[config.mk]
export PLATFORM = sky130hd
export DESIGN_NAME = imm_gen_pipe
export DESIGN_NICKNAME = d
export VERILOG_FILES = /design/src/rtl/imm_gen_pipe.sv
export SDC_FILE = /design/constraint.sdc
export NUM_CORES = 1
export LEC_CHECK = 0
export BUFFER_PORTS_ARGS = -buffer_cell sky130_fd_sc_hd__buf_2
export CORE_MARGIN = 2
export CORE_UTILIZATION = 56
export DETAILED_ROUTE_END_ITERATION = 8
export GPL_TIMING_DRIVEN = 0
export PLACE_DENSITY = 0.84
export SYNTH_ARGS = -nofsm -noshare
export SYNTH_HDL_FRONTEND = slang
export SYNTH_SLANG_ARGS = --single-unit
export TNS_END_PERCENT = 100
[constraint.sdc]
create_clock -name clk -period 2.08 [get_ports clk]
set_clock_uncertainty 0.05 [all_clocks]
set_input_delay 0.208 -clock clk [delete_from_list [all_inputs] [get_ports clk]]
set_output_delay 0.208 -clock clk [all_outputs]
set_load 0.02 [all_outputs]
[src/rtl/imm_gen_pipe.sv]
// -----------------------------------------------------------------------------
// imm_gen_pipe
//   Pipelined immediate generator for the decode stage. Each 32-bit instruction
//   accepted on the input handshake is classified by format (I/S/B/U/J, with
//   optional custom LH/SH and LUI/AUIPC). It is then presented one cycle later
//   with a sign-extended XLEN-wide immediate, a format code and an
//   illegal-opcode flag. A two-entry buffer (output register plus skid register)
//   keeps one instruction per cycle under back-pressure. in_ready depends only on
//   registered state.
//
// Parameters
//   XLEN     : immediate width, 32 or 64
//   EN_UTYPE : decode LUI/AUIPC as U-type (otherwise illegal)
//   EN_HALF  : decode custom LH (I-type) / SH (S-type) (otherwise illegal)
//   CNT_W    : width of the saturating delivered-instruction counter
//
// Ports
//   clk, rst_n           : clock, asynchronous active-low reset
//   flush                : synchronous discard of all buffered entries
//   in_valid / in_ready  : input handshake, in_instr is the instruction word
//   out_valid / out_ready: output handshake
//   out_instr            : instruction word, unchanged
//   out_imm              : sign-extended immediate
//   out_fmt              : 0 NONE, 1 I, 2 S, 3 B, 4 U, 5 J
//   out_illegal          : opcode not recognised (or disabled)
//   dec_count            : saturating count of output handshakes
// -----------------------------------------------------------------------------
module imm_gen_pipe #(
  parameter int XLEN     = 32,
  parameter bit EN_UTYPE = 1'b1,
  parameter bit EN_HALF  = 1'b1,
  parameter int CNT_W    = 16
) (
  input  logic             clk,
  input  logic             rst_n,
  input  logic             flush,
  input  logic             in_valid,
  output logic             in_ready,
  input  logic [31:0]      in_instr,
  output logic             out_valid,
  input  logic             out_ready,
  output logic [31:0]      out_instr,
  output logic [XLEN-1:0]  out_imm,
  output logic [2:0]       out_fmt,
  output logic             out_illegal,
  output logic [CNT_W-1:0] dec_count
);

  typedef enum logic [2:0] {
    FMT_NONE = 3'd0,
    FMT_I    = 3'd1,
    FMT_S    = 3'd2,
    FMT_B    = 3'd3,
    FMT_U    = 3'd4,
    FMT_J    = 3'd5
  } fmt_e;

  typedef enum logic [1:0] {
    ST_EMPTY = 2'd0,
    ST_ONE   = 2'd1,
    ST_FULL  = 2'd2
  } state_e;

  typedef struct packed {
    logic [31:0]     instr;
    logic [XLEN-1:0] imm;
    fmt_e            fmt;
    logic            illegal;
  } entry_t;

  localparam logic [6:0] OP_IMM   = 7'b0010011;
  localparam logic [6:0] OP_LOAD  = 7'b0000011;
  localparam logic [6:0] OP_JALR  = 7'b1100111;
  localparam logic [6:0] OP_LH    = 7'b0001011;
  localparam logic [6:0] OP_STORE = 7'b0100011;
  localparam logic [6:0] OP_SH    = 7'b0101011;
  localparam logic [6:0] OP_BR    = 7'b1100011;
  localparam logic [6:0] OP_LUI   = 7'b0110111;
  localparam logic [6:0] OP_AUIPC = 7'b0010111;
  localparam logic [6:0] OP_JAL   = 7'b1101111;
  localparam logic [6:0] OP_REG   = 7'b0110011;

  // ---------------------------------------------------------------------------
  // Combinational decode of the incoming word
  // ---------------------------------------------------------------------------
  fmt_e        dec_fmt;
  logic        dec_illegal;
  logic [31:0] imm32;
  entry_t      dec;

  // NOTE: every variable written in an always_comb gets a default at the top,
  //       so no path leaves it unassigned and no latch is inferred.
  always_comb begin
    dec_fmt     = FMT_NONE;
    dec_illegal = 1'b1;
    case (in_instr[6:0])
      OP_IMM, OP_LOAD, OP_JALR: begin
        dec_fmt     = FMT_I;
        dec_illegal = 1'b0;
      end
      OP_LH: begin
        if (EN_HALF) begin
          dec_fmt     = FMT_I;
          dec_illegal = 1'b0;
        end
      end
      OP_STORE: begin
        dec_fmt     = FMT_S;
        dec_illegal = 1'b0;
      end
      OP_SH: begin
        if (EN_HALF) begin
          dec_fmt     = FMT_S;
          dec_illegal = 1'b0;
        end
      end
      OP_BR: begin
        dec_fmt     = FMT_B;
        dec_illegal = 1'b0;
      end
      OP_LUI, OP_AUIPC: begin
        if (EN_UTYPE) begin
          dec_fmt     = FMT_U;
          dec_illegal = 1'b0;
        end
      end
      OP_JAL: begin
        dec_fmt     = FMT_J;
        dec_illegal = 1'b0;
      end
      OP_REG: begin
        // Legal, but carries no immediate.
        dec_illegal = 1'b0;
      end
      default: ;
    endcase
  end

  // Immediates are assembled at 32 bits, then sign-extended to XLEN.
  always_comb begin
    imm32 = '0;
    case (dec_fmt)
      FMT_I: imm32 = {{20{in_instr[31]}}, in_instr[31:20]};
      FMT_S: imm32 = {{20{in_instr[31]}}, in_instr[31:25], in_instr[11:7]};
      FMT_B: imm32 = {{19{in_instr[31]}}, in_instr[31], in_instr[7],
                      in_instr[30:25], in_instr[11:8], 1'b0};
      FMT_U: imm32 = {in_instr[31:12], 12'b0};
      FMT_J: imm32 = {{11{in_instr[31]}}, in_instr[31], in_instr[19:12],
                      in_instr[20], in_instr[30:21], 1'b0};
      default: imm32 = '0;
    endcase
  end

  always_comb begin
    dec.instr   = in_instr;
    dec.imm     = XLEN'($signed(imm32));
    dec.fmt     = dec_fmt;
    dec.illegal = dec_illegal;
  end

  // ---------------------------------------------------------------------------
  // Two-entry output buffer
  // ---------------------------------------------------------------------------
  state_e            state_q, state_d;
  entry_t            out_q, out_d;
  entry_t            skid_q, skid_d;
  logic [CNT_W-1:0]  cnt_q, cnt_d;
  logic              in_hs, out_hs;

  // Both handshakes are decoded from registered state only.
  assign in_ready  = (state_q != ST_FULL);
  assign out_valid = (state_q != ST_EMPTY);
  assign in_hs     = in_valid & in_ready;
  assign out_hs    = out_valid & out_ready;

  always_comb begin
    state_d = state_q;
    out_d   = out_q;
    skid_d  = skid_q;
    case (state_q)
      ST_EMPTY: begin
        if (in_hs) begin
          state_d = ST_ONE;
          out_d   = dec;
        end
      end
      ST_ONE: begin
        if (in_hs && out_hs) begin
          out_d = dec;
        end else if (in_hs) begin
          state_d = ST_FULL;
          skid_d  = dec;
        end else if (out_hs) begin
          state_d = ST_EMPTY;
        end
      end
      ST_FULL: begin
        if (out_hs) begin
          state_d = ST_ONE;
          out_d   = skid_q;
        end
      end
      default: state_d = ST_EMPTY;
    endcase
    // Data registers may load during a flush, but the EMPTY state hides them.
    if (flush) begin
      state_d = ST_EMPTY;
    end
  end

  // Saturating counter; a handshake in the flush cycle still counts.
  always_comb begin
    cnt_d = cnt_q;
    if (out_hs && (cnt_q != {CNT_W{1'b1}})) begin
      cnt_d = cnt_q + CNT_W'(1);
    end
  end

  // NOTE: sequential state uses non-blocking assignments so every register
  //       samples the pre-edge values, independent of statement order.
  // NOTE: the data registers are reset as well (not only the state) because
  //       out_* must read zero during reset; the skid register shares the
  //       reset for uniformity.
  always_ff @(posedge clk or negedge rst_n) begin
    if (!rst_n) begin
      state_q <= ST_EMPTY;
      out_q   <= '0;
      skid_q  <= '0;
      cnt_q   <= '0;
    end else begin
      state_q <= state_d;
      out_q   <= out_d;
      skid_q  <= skid_d;
      cnt_q   <= cnt_d;
    end
  end

  assign out_instr   = out_q.instr;
  assign out_imm     = out_q.imm;
  assign out_fmt     = out_q.fmt;
  assign out_illegal = out_q.illegal;
  assign dec_count   = cnt_q;

endmodule

==> results_dict.tcl <==
set metrics [dict create \
    p_per_area_nw_per_um2 1025 \
    required_ns 1.82 \
    mappedNetlistArea_um2 6952 \
    insertedDiodeCount 0 \
    timing.final.max_slew_violations 0 \
    setup.worst_path.start_class "register" \
    power_leakage_uw 0.004065 \
    globalRouteOverflowTotal 0 \
    post_route_drc 0 \
    cts-htree-levels 4 \
    crit_type "reg -> out" \
    reg_to_reg_slack_setup_ns 0.10 \
    die_width_um 115.4 \
    cp_top_family "buffers and inverters" \
    cell_by_cell_listing_of_the_critical_path "and2b_1 > clkinv_2 > clkbuf_4 > buf_2" \
    timing.max_slew.rel_slack_pct 53.31 \
    cp_slowest_cell "dfrtp_1" \
    clock_path_buffers 2 \
    synth_area_per_cell_um2 9.344 \
    port_buffers 120 \
    drive_above_1_share_pct 23.14 \
    worstPathBufferInverterCount 3 \
    library_cell_used_as_clock_root_buffer "clkbuf_16" \
    cap_violations 0 \
    worst-endpoint-arrival_ns 1.74 \
    setup-violations-final 0 \
    clock_sink_count 154 \
    via_count_of_the_first_global_routing_pass 5745 \
    layout_commonest_cell "nand2_1" \
    dieHeight_um 115.4 \
    synth-main-ff-cell "dfrtp_1" \
    floorplan.io_pins 123 \
    sum_of_net_half_perimeters_after_detailed_placement_mm 12.47 \
    worst-path-max-fanout 10 \
    synth_enable_flop_cells 0 \
    dieArea_um2 13320 \
    synth_cell_type_count 58 \
    share_of_the_synthesized_area_in_the_top_cell_type_pct 55.44 \
    hold-worst-slack_ns 0.01058 \
    hold_viol_final 0 \
    dpl-instance-area_um2 7796 \
    totalWireLength_mm 18.64 \
    antenna_found_initial 0 \
    critical-path-max-stage-delay_ns 0.44 \
    design_area_um2 8642 \
    worstMarginPinSlew_ns 0.7004 \
    clkTransAtPathRegs_ns 0.06 \
    postSynth.asyncResetShare_pct 100.0 \
    timing.critical_path.to_type "output port" \
    area_growth_syn_to_layout_pct 24.32 \
    drtPass1Iterations 5 \
    place.gp.congestion 0.9117 \
    clock.fmax_ghz 0.4998 \
    total_via_count_in_the_routed_design 6242 \
    floorplan.initialDensity_pct 57.63 \
    finalNonFillerCells 1084 \
    routedWlPerCell_um 17.20 \
    timing.final.crit_share_pct 96.20 \
    drt-vias-per-instance 5.758 \
    worstSkewPairLatency_ns 0.43 \
    mostFrequentLayoutCells "201 x nand2_1, 154 x dfrtp_1, 139 x buf_2" \
    setup_repair_after_global_routing_missed_its_margin "false" \
    run_status "completed" \
    synth_cells 744 \
    core_area_um2 12060 \
    finalCriticalPeriod_ns 2.001 \
    track_usage_pct 29.27 \
    cts_tree "yes" \
    placed_cells_incl_taps 1033 \
    site_rows 40 \
    postCtsSetupRepairBufs 0 \
    yosysWarnings 0 \
    grt_pass1_wl_mm 29.64 \
    yosysSeqAreaShare_pct 55.44 \
    cts_inserted_buffers 17 \
    finalNetCount 941 \
    peakVddDrop_uv 645.5 \
    timing.setup.tns_ns 0 \
    grt_start_max_net_pins 84 \
    report.power.total_uw 8855 \
    antenna_left 0 \
    worst_hold_path_type "in -> reg" \
    synth.area.top_cells "dfrtp_1 55%, nand2_1 11%, nor2_1 6.3%" \
    synth_seq_cells 154 \
    synth_fp_nets 782 \
    drt_iter0_markers 730 \
    synth_top_cell_by_area "dfrtp_1" \
]
-- path summary, 6_finish.rpt --
kind	startpoint	endpoint	cells after the start
worst max-delay path	state_q[0]	in_ready	4
worst min-delay path	in_instr[29]	skid_q[65]	3
worst max register to register	state_q[0]	out_instr[17]	5
worst min register to register	skid_q[3]	skid_q[3]	2
max in group asynchronous	rst_n	out_instr[8]	3
min in group asynchronous	rst_n	dec_count[15]	2
-- repair_timing --
action                                  CTS  global route
endpoints found under the setup margin    1             0
hold endpoints to repair                 91             0
gates resized for setup                   3             0
hold buffers                             19             0
-- sequential cells by signal (all words and copies together), names as in the netlist --
register and count:
state_q 2, out_imm 32, out_fmt 3, skid_q 68, dec_count 16, out_instr 32, out_illegal 1
-- tightest hold or removal path, cell delays in order --
cell,delay [ns]
buf_2,0.14
nand2_1,0.06
nand2_1,0.04
-- per-stage QoR --
step           setup WS [ns]  util [%]
6_report             0.07905     71.65
5_1_grt             0.005271     71.65
4_1_cts              0.09015     71.65
3_5_place_dp          0.1736     64.64
3_3_place_gp          -1.470     64.36
2_1_floorplan         0.3215         -
-- metal layers --
| layer | GRT usage (%) | wire [um] | vias up |
|---|---|---|---|
| li1 | - | - | 2867 |
| met1 | 40.13 | 7811 | 3056 |
| met2 | 46.71 | 9126 | 284 |
| met3 | 6.590 | 1346 | 35 |
| met4 | 9.960 | 357 | 0 |
| met5 | 0 | 0 | - |
-- cell families after synthesis --
logic type	share of synthesized area (%)
buffers and inverters	3.492
XOR/XNOR	1.638
adder cells (fa/ha/maj)	0.1800
AO/OA/AOI/OAI	17.24
AND/OR/NAND/NOR	21.69
multiplexers	0.3240
flip-flops	55.44
-- power breakdown --
part	total, uW	switching, uW	internal, uW
Clock	3410	1220	2190
Sequential	3840	337	3510
Combinational	1600	1020	584
-- cell usage after synthesis (all sizes together), types with 3 or more instances --
cell,n
inv,9
clkbuf,20
xor2,4
a32oi,6
a22o,7
nor3,4
buf,24
o221ai,3
and2,4
dfrtp,154
and3,5
nand2b,4
o21ai,17
a221oi,20
xnor2,9
nor2,120
nand3,10
a21oi,39
nor2b,3
o22ai,4
a22oi,6
a211oi,3
nand2,202
a31oi,36
o21a,4
nand4,5
-- area by class of cell --
type / count / area, um^2
Inverter: 10 / 38.79
Buffer: 44 / 209.0
Clock buffer: 20 / 456.7
Sequential cell: 154 / 3854
Clock inverter: 12 / 193.9
Multi-Input combinational cell: 536 / 2855
Tap cell: 168 / 210.2
Fill cell: 882 / 3420
Timing Repair Buffer: 140 / 824.5
No activity file was read; power rests on OpenSTA's default activity.
